<file path="config.mk">
export PLATFORM = sky130hd
export DESIGN_NAME = mem_wb_pipe
export DESIGN_NICKNAME = d
export VERILOG_FILES = /design/src/rtl/mem_wb_pipe_pkg.sv /design/src/rtl/mem_wb_pipe_skid_buf.sv /design/src/rtl/mem_wb_pipe.sv
export SDC_FILE = /design/constraint.sdc
export NUM_CORES = 1
export LEC_CHECK = 0
export CAP_MARGIN = 10
export CORE_UTILIZATION = 47
export DETAILED_ROUTE_END_ITERATION = 8
export PLACE_DENSITY_LB_ADDON = 0.2
export SLEW_MARGIN = 20
export SYNTH_ARGS = -nofsm -noshare
export SYNTH_HDL_FRONTEND = slang
export SYNTH_HIERARCHICAL = 1
export SYNTH_SLANG_ARGS = --single-unit
export TNS_END_PERCENT = 5
</file>
<file path="constraint.sdc">
create_clock -name clk -period 2.6 [get_ports clk]
set_input_delay 0.78 -clock clk [delete_from_list [all_inputs] [get_ports clk]]
set_output_delay 0.78 -clock clk [all_outputs]
set_load 0.03 [all_outputs]
</file>
<file path="src/rtl/mem_wb_pipe_pkg.sv">
// mem_wb_pipe_pkg: shared state encoding and sizing helpers for the MEM->WB pipeline register
package mem_wb_pipe_pkg;
  typedef enum logic [1:0] {
    MWB_EMPTY = 2'd0,
    MWB_FULL  = 2'd1,
    MWB_SKID  = 2'd2
  } mwb_state_e;
  localparam int DATA_W_DEF = 32;
  localparam int ADDR_W_DEF = 5;
  function automatic int entry_w(input int dw, input int aw);
    return 2 + aw + 2 * dw;
  endfunction
endpackage

</file>
<file path="src/rtl/mem_wb_pipe_skid_buf.sv">
// mem_wb_pipe_skid_buf: generic 2-entry valid/ready skid buffer with registered in_ready
module mem_wb_pipe_skid_buf
  import mem_wb_pipe_pkg::*;
#(
  parameter int W = 8
) (
  input  logic         clk,
  input  logic         rst,
  input  logic         flush,
  input  logic         in_valid,
  output logic         in_ready,
  input  logic [W-1:0] in_data,
  output logic         out_valid,
  input  logic         out_ready,
  output logic [W-1:0] out_data,
  output logic         skid_valid,
  output logic [W-1:0] skid_data
);
  mwb_state_e state, state_nxt;
  logic [W-1:0] head_q, skid_q;
  logic in_fire, out_fire;
  assign in_fire  = in_valid & in_ready;
  assign out_fire = out_valid & out_ready;
  always_ff @(posedge clk or negedge rst) begin
    if (!rst) state <= MWB_EMPTY;
    else      state <= state_nxt;
  end
  always_comb begin
    state_nxt = state;
    case (state)
      MWB_EMPTY: state_nxt = in_fire ? MWB_FULL : MWB_EMPTY;
      MWB_FULL:  state_nxt = (in_fire & ~out_fire) ? MWB_SKID :
                             (out_fire & ~in_fire) ? MWB_EMPTY : MWB_FULL;
      MWB_SKID:  state_nxt = out_fire ? MWB_FULL : MWB_SKID;
      default:   state_nxt = MWB_EMPTY;
    endcase
    if (flush) state_nxt = MWB_EMPTY;
  end
  always_comb begin
    in_ready   = state != MWB_SKID;
    out_valid  = state != MWB_EMPTY;
    skid_valid = state == MWB_SKID;
  end
  // Head is reloaded from input when empty or draining same cycle; skid only fills on a stalled accept.
  always_ff @(posedge clk or negedge rst) begin
    if (!rst) begin
      head_q <= '0;
      skid_q <= '0;
    end else if (!flush) begin
      if (in_fire & (state == MWB_EMPTY | out_fire)) head_q <= in_data;
      else if (out_fire & state == MWB_SKID)         head_q <= skid_q;
      if (in_fire & ~out_fire & state == MWB_FULL)   skid_q <= in_data;
    end
  end
  assign out_data  = head_q;
  assign skid_data = skid_q;
endmodule

</file>
<file path="src/rtl/mem_wb_pipe.sv">
// mem_wb_pipe: MEM->WB pipeline register with skid buffer, flush, result select and forwarding taps
module mem_wb_pipe
  import mem_wb_pipe_pkg::*;
#(
  parameter int DATA_W = DATA_W_DEF,
  parameter int ADDR_W = ADDR_W_DEF,
  parameter bit SKID   = 1'b1
) (
  input  logic              clk,
  input  logic              rst,
  input  logic              flush,
  input  logic              m_valid,
  output logic              m_ready,
  input  logic              m_write_reg,
  input  logic              m_mem_to_reg,
  input  logic [DATA_W-1:0] data_from_mem,
  input  logic [DATA_W-1:0] alu_result,
  input  logic [ADDR_W-1:0] reg_des,
  output logic              w_valid,
  input  logic              w_ready,
  output logic              w_write_reg,
  output logic              w_mem_to_reg,
  output logic [DATA_W-1:0] data_from_mem_o,
  output logic [DATA_W-1:0] alu_result_o,
  output logic [ADDR_W-1:0] reg_des_o,
  output logic [DATA_W-1:0] w_result,
  output logic              fwd0_en,
  output logic [ADDR_W-1:0] fwd0_reg,
  output logic [DATA_W-1:0] fwd0_data,
  output logic              fwd1_en,
  output logic [ADDR_W-1:0] fwd1_reg,
  output logic [DATA_W-1:0] fwd1_data
);
  localparam int W = entry_w(DATA_W, ADDR_W);
  logic [W-1:0] in_word, head, skid;
  logic skid_valid;
  // x0 is never a real destination, so its write enable is dropped at capture.
  assign in_word = {m_write_reg & (reg_des != '0), m_mem_to_reg, reg_des, data_from_mem, alu_result};
  generate
    if (SKID) begin : g_skid
      mem_wb_pipe_skid_buf #(.W(W)) u_buf (
        .clk        (clk),
        .rst        (rst),
        .flush      (flush),
        .in_valid   (m_valid),
        .in_ready   (m_ready),
        .in_data    (in_word),
        .out_valid  (w_valid),
        .out_ready  (w_ready),
        .out_data   (head),
        .skid_valid (skid_valid),
        .skid_data  (skid)
      );
    end else begin : g_single
      logic v;
      logic [W-1:0] e;
      always_ff @(posedge clk or negedge rst) begin
        if (!rst) begin
          v <= 1'b0;
          e <= '0;
        end else if (flush) begin
          v <= 1'b0;
        end else if (m_valid & m_ready) begin
          v <= 1'b1;
          e <= in_word;
        end else if (w_ready) begin
          v <= 1'b0;
        end
      end
      assign m_ready    = ~v | w_ready;
      assign w_valid    = v;
      assign head       = e;
      assign skid_valid = 1'b0;
      assign skid       = '0;
    end
  endgenerate
  logic head_wr, skid_wr, skid_m2r;
  logic [DATA_W-1:0] skid_dfm, skid_alu;
  assign {head_wr, w_mem_to_reg, reg_des_o, data_from_mem_o, alu_result_o} = head;
  assign {skid_wr, skid_m2r, fwd1_reg, skid_dfm, skid_alu} = skid;
  assign w_result    = w_mem_to_reg ? data_from_mem_o : alu_result_o;
  assign w_write_reg = head_wr & w_valid;
  assign fwd0_en     = w_write_reg;
  assign fwd0_reg    = reg_des_o;
  assign fwd0_data   = w_result;
  assign fwd1_en     = skid_valid & skid_wr;
  assign fwd1_data   = skid_m2r ? skid_dfm : skid_alu;
endmodule

</file>
==> out/qor.csv, run 1 <==
metric,value,unit
outcome,"complete, no violations",
power-per-cell-area,1300,nW/um^2
clkSinkCount,144,
gr-usage-all-layers,21.4,%
holdWs,0.306,ns
place.port_buffers,256,
synth_cell_type_count,26,
die_span_in_y,132,um
worstReg2RegStart,g_skid.u_buf/state[0],
power.ir.vdd_worst,0.000763,V
clkTransAtPathRegs,0.06,ns
setup-violations-final,0,
synth.top_cell.area_share,45.2,%
first_pass_iteration_count_of_the_detailed_router,5,
post_drt_via_cell_ratio,5.03,
detailroute.via_count,4931,
antenna-diode-count,0,
syn_avg_cell_area,15.6,um^2
path_type_of_the_worst_setup_path,flip-flop to output pin,
combPwrFrac,56.7,%
cts-root-buf,sky130_fd_sc_hd__clkbuf_16,
seqCellArea,3610,um^2
io_pins,257,
yosysSeqAreaShare,45.2,%
layout.cells.most_common,sky130_fd_sc_hd__clkdlybuf4s50_1,
crit_path_top_delay_cell,sky130_fd_sc_hd__dfrtp_2,
dieArea,17500,um^2
dieWidth,132,um
syn2layout_area_growth,40.3,%
p_switching,6.11,mW
grt-busiest-layer,met2,
power.share.sequential,26.5,%
wire_per_inst,18.6,um
routability_congestion,0.789,
power_frac_clock,16.7,%
post-synth-top-area-cell,sky130_fd_sc_hd__dfrtp_1,
post_route_antenna_net_violation_count,0,
totalPowerFinal,14.5,mW
intPower,8.40,mW
netlist_area,7980,um^2
holdBufCountCts,0,
holdCritPathClass,input pin to asynchronous set/reset pin,
multiInputGateArea,3800,um^2
gr-usage-met2,37.1,%
critical_path_arrival,1.77,ns
power.switching_fraction,42.1,%
drtIter0Drc,139,
clock_buffers_created_by_tritoncts,17,
timing.final.hold_violations,0,
critPathCaptureType,output pin,
synthCells,512,
fmaxAchievable,392,MHz
fin_nets,824,
crit_fanout,17,
post_route_drc_violation_count,0,
yosys_warn_count,6,
place_hpwl,12900,um
wire_length_of_the_first_global_routing_pass,28800,um
most_area_consuming_cells_after_synthesis,"sky130_fd_sc_hd__dfrtp_1, sky130_fd_sc_hd__mux2_4, sky130_fd_sc_hd__mux2_2",
largest_net_degree_at_the_start_of_global_routing,54,
worst-slew-pin-transition,0.518,ns
start_kind,flip-flop,
layout_common_cells,"sky130_fd_sc_hd__clkdlybuf4s50_1, sky130_fd_sc_hd__dfrtp_1, sky130_fd_sc_hd__mux2_4",
fp.coreArea,16600,um^2
critPathLaunch,g_skid.u_buf/out_data[69],
worst_slew_margin_rel,65.5,%
floorplan.initialDensity,48.1,%
synth.net_count,589,
dpl_worst_slack,-0.0514,ns
worst_skew_pair.late_latency,0.42,ns
timing.critical_path.cells,clkbuf_16 > mux2_1 > dlygate4sd2_1,
final_critical_path_setup_slack,0.0493,ns
max-cap-violations,0,
grt_pass1_vias,5348,
final.setup_skew,0.00603,ns
cts_tree,yes,
finalSetupTns,0,ns
final_min_period_over_clock_period,98.1,%
drive_gt1_share,45.3,%
rows,47,
synth-seq-cells,144,
crit_path_max_incr_delay,0.43,ns
cts-htree-levels,4,
finalCriticalPeriod,2.55,ns
grtUsageMet3,5.42,%
grt.met1_usage,25.1,%
num-fill-cells,1217,
grt_overflow,0,
antenna_violations_before_repair,0,
finalMaxSlewViolations,0,
critical_path_required,1.82,ns
largest_buffer_count_on_any_clock_path,2,
routed_wirelength,18200,um
leakage,5.18,nW
-- registers in the layout (all words and copies together) (netlist names) --
register,count
g_skid.u_buf/skid_data,71
g_skid.u_buf/out_data,71
g_skid.u_buf/state,2
-- cells by family (layout without fill, tap and decap cells) --
logic type      count (synthesis)  in the layout  share of synthesized area (%)
flops                         144            144                           45.2
mux                           278            278                           45.8
compound gates                  4              4                          0.486
simple gates                   15             15                           1.11
fa+ha+maj                       1              1                          0.157
buf+inv                        70            318                           7.25
-- worst max-delay path, delay by kind of cell (launching register included) --
kind,cells,cell delay [ns]
buf+inv,2,0.57
mux,1,0.34
flops,1,0.43
-- repair_timing --
action                                  CTS  global route
setup buffers                             0             0
cloned                                    0             1
endpoints found under the setup margin   99            35
resized for setup                        99             0
-- layout make-up --
| type | count | share of cell area (%) |
|---|---|---|
| clock buffer | 19 | 4.05 |
| clock inverter | 13 | 1.24 |
| timing repair buffer | 285 | 26.0 |
| multi-input combinational | 298 | 34.0 |
| sequential | 144 | 32.2 |
| inverter | 1 | 0.0335 |
| tap | 220 | 2.46 |
-- power groups by stage --
| stage | Sequential [mW] | Combinational (mW) | Clock [mW] |
|---|---|---|---|
| after floorplan | 4.61 | 5.10 | 0 |
| after global placement | 3.81 | 8.79 | 0 |
| after detailed placement | 3.87 | 8.90 | 0 |
| after CTS | 3.85 | 8.27 | 2.48 |
| after global routing | 3.98 | 8.58 | 2.57 |
| final | 3.85 | 8.23 | 2.43 |
-- cell usage after synthesis (all sizes together) --
cell	instances
buf	66
mux2i	1
clkbuf	3
or2	3
a21oi	2
nand2	4
mux2	277
inv	1
nor3	1
nand2b	1
o21a	1
and2	3
or4	1
dfrtp	144
a21bo	1
and3b	1
ha	1
nor2b	1
-- final timing paths --
| kind | slack [ns] | end | cells after the start |
|---|---|---|---|
| min in group clk | 0.52 | g_skid.u_buf/skid_data[70] | 1 |
| min | 0.31 | g_skid.u_buf/skid_data[66] | 1 |
| max in group asynchronous | 1.63 | g_skid.u_buf/out_data[53] | 2 |
| max reg2reg | 0.71 | g_skid.u_buf/skid_data[41] | 6 |
| min reg2reg | 0.52 | g_skid.u_buf/skid_data[70] | 1 |
| max | 0.05 | fwd0_data[8] | 3 |
-- metrics by stage --
| step | util, % | instance area [um^2] | std cells |
|---|---|---|---|
| after detailed placement | 64.5 | 10700 | 947 |
| after global routing | 67.5 | 11200 | 980 |
| after floorplan | - | 7980 | 512 |
| after global placement | 64.5 | 10700 | 947 |
| after CTS | 67.3 | 11200 | 979 |
| final | 67.5 | 11200 | 980 |
-- metal layers --
layer | routed length (um) | part of all wire, %
met4 | 473 | 2.6
met5 | 0 | 0
met2 | 9350 | 51
met1 | 7500 | 41
met3 | 895 | 4.9
(Power assumes the default switching activity.)
==> run 2, diff against run 1 <==
Settings changed: CTS_CLUSTER_DIAMETER set to 30, SKIP_CTS_REPAIR_TIMING set to 1.
==> run 2 against run 1 <==
The flow now finishes with violations (setup timing). Total power up 3.1%. Register-to-register slack about the same. First-iteration DRC count down 0.72%. Fmax down 8.5%. Worst setup slack worse by 0.24 ns. Core utilization up 2.1 points. Sequential cell count unchanged. Critical path depth unchanged. Largest power group unchanged. Highest routed layer unchanged.
==> out/qor.csv, run 2 (synthesized netlist as in run 1, its figures left out) <==
metric,value,unit
outcome,"complete, but fails checks",
violations,setup timing,
drtIter0Drc,138,
antenna_violations_before_repair,0,
setup-violations-final,1,
place.port_buffers,256,
wire_length_of_the_first_global_routing_pass,28700,um
worst-slew-pin-transition,0.517,ns
finalCriticalPeriod,2.79,ns
die_span_in_y,132,um
finalSetupTns,-0.187,ns
wl_met1,7430,um
fin_nets,823,
fmaxAchievable,359,MHz
grt_setup_unrepaired,true,
start_kind,flip-flop,
power-per-cell-area,1300,nW/um^2
crit_fanout,34,
grt_pass1_vias,5327,
place_hpwl,12900,um
clkTransAtPathRegs,0.06,ns
syn2layout_area_growth,44.6,%
cts-htree-levels,4,
clock_buffers_created_by_tritoncts,17,
largest_net_degree_at_the_start_of_global_routing,54,
met2_length,9550,um
highest-signal-layer,met4,
rr_worst_depth,6,
dpl_worst_slack,-0.0514,ns
p_switching,6.10,mW
intPower,8.86,mW
worstReg2RegEnd,g_skid.u_buf/skid_data[41],
critical_path_required,1.82,ns
path_type_of_the_worst_setup_path,flip-flop to output pin,
wire_per_inst,18.6,um
routability_congestion,0.789,
leakage,6.05,nW
power.ir.vdd_worst,0.000812,V
post_route_antenna_net_violation_count,0,
post_drt_via_cell_ratio,5.05,
reg2reg_slack,0.71,ns
detailroute.via_count,4944,
dieWidth,132,um
finalMaxSlewViolations,0,
combPwrFrac,58.1,%
power.switching_fraction,40.8,%
drive_gt1_share,45.2,%
rows,47,
cts-root-buf,sky130_fd_sc_hd__clkbuf_16,
clkSinkCount,144,
antenna-diode-count,0,
worst_slew_margin_rel,65.5,%
timing.critical_path.cells,buf_12 > mux2_2 > clkdlybuf4s50_1,
post_route_drc_violation_count,0,
power.share.sequential,25.7,%
grt_overflow,0,
dieArea,17500,um^2
final_critical_path_setup_slack,-0.187,ns
io_pins,257,
critical_path_arrival,2.01,ns
largest_buffer_count_on_any_clock_path,2,
gr-usage-all-layers,21.3,%
timing.final.hold_violations,0,
crit_path_top_delay_cell,sky130_fd_sc_hd__clkdlybuf4s50_1,
num-fill-cells,1134,
worstReg2RegStart,g_skid.u_buf/state[0],
fp.coreArea,16600,um^2
layout.cells.most_common,sky130_fd_sc_hd__clkdlybuf4s50_1,
power_frac_clock,16.2,%
holdCritPathClass,input pin to asynchronous set/reset pin,
first_pass_iteration_count_of_the_detailed_router,5,
floorplan.initialDensity,48.1,%
critPathCaptureType,output pin,
layout_common_cells,"sky130_fd_sc_hd__clkdlybuf4s50_1, sky130_fd_sc_hd__dfrtp_1, sky130_fd_sc_hd__mux2_4",
final_min_period_over_clock_period,107,%
final.setup_skew,0.00684,ns
crit_path_max_incr_delay,0.59,ns
worst_skew_pair.late_latency,0.42,ns
routed_wirelength,18200,um
met3_length,820,um
cts_tree,yes,
totalPowerFinal,15.0,mW
max-cap-violations,0,
[run 2: area by class of cell]
cell class              instances  area (um^2)  share of cell area (%)
repair buffers                284         3250                    28.2
well taps                     220          275                    2.39
clock buffers                  19          453                    3.93
inverters                       1         3.75                  0.0325
clock inverters                13          139                    1.20
multi-input cells             298         3800                    33.0
flip-flops and latches        144         3610                    31.3
[run 2: how the worst max path moves through the flow]
stage	startpoint	endpoint	slack, ns
after global routing	g_skid.u_buf/out_data[69]	fwd0_data[27]	-0.24
after CTS	g_skid.u_buf/out_data[69]	fwd0_data[10]	-0.24
final	g_skid.u_buf/out_data[69]	fwd0_data[27]	-0.19
after global placement	w_ready	g_skid.u_buf/out_data[69]	-0.02
after detailed placement	w_ready	g_skid.u_buf/out_data[63]	-0.05
after floorplan	g_skid.u_buf/out_data[69]	w_result[10]	0.25
[run 2: per-stage QoR]
step | std cells | cell area [um^2] | util (%) | hold slack [ns]
after global placement | 947 | 10700 | 64.5 | 0.502
after detailed placement | 947 | 10700 | 64.5 | 0.512
after CTS | 979 | 11300 | 68.1 | 0.319
after floorplan | 512 | 7980 | - | 0.473
final | 979 | 11500 | 69.6 | 0.309
after global routing | 979 | 11500 | 69.6 | 0.338
[run 2: metal layers]
metal  vias up  global-route usage [%]
met2       150                    36.9
met5         -                       0
met4         0                    9.00
li1       2267                       -
met1      2505                    25.1
met3        22                    5.42
[run 2: power groups by stage]
stage | Combinational (mW) | Clock, mW | Sequential (mW)
after floorplan | 5.10 | 0 | 4.61
after global placement | 8.79 | 0 | 3.81
after detailed placement | 8.90 | 0 | 3.87
after CTS | 8.94 | 2.48 | 3.85
after global routing | 9.02 | 2.57 | 3.98
final | 8.69 | 2.43 | 3.84
[run 2: worst max-delay path: cells and delay by family, from the launching register on]
family | cells | cell delay, ns
multiplexers | 1 | 0.38
flip-flops | 1 | 0.37
buffers and inverters | 2 | 0.84
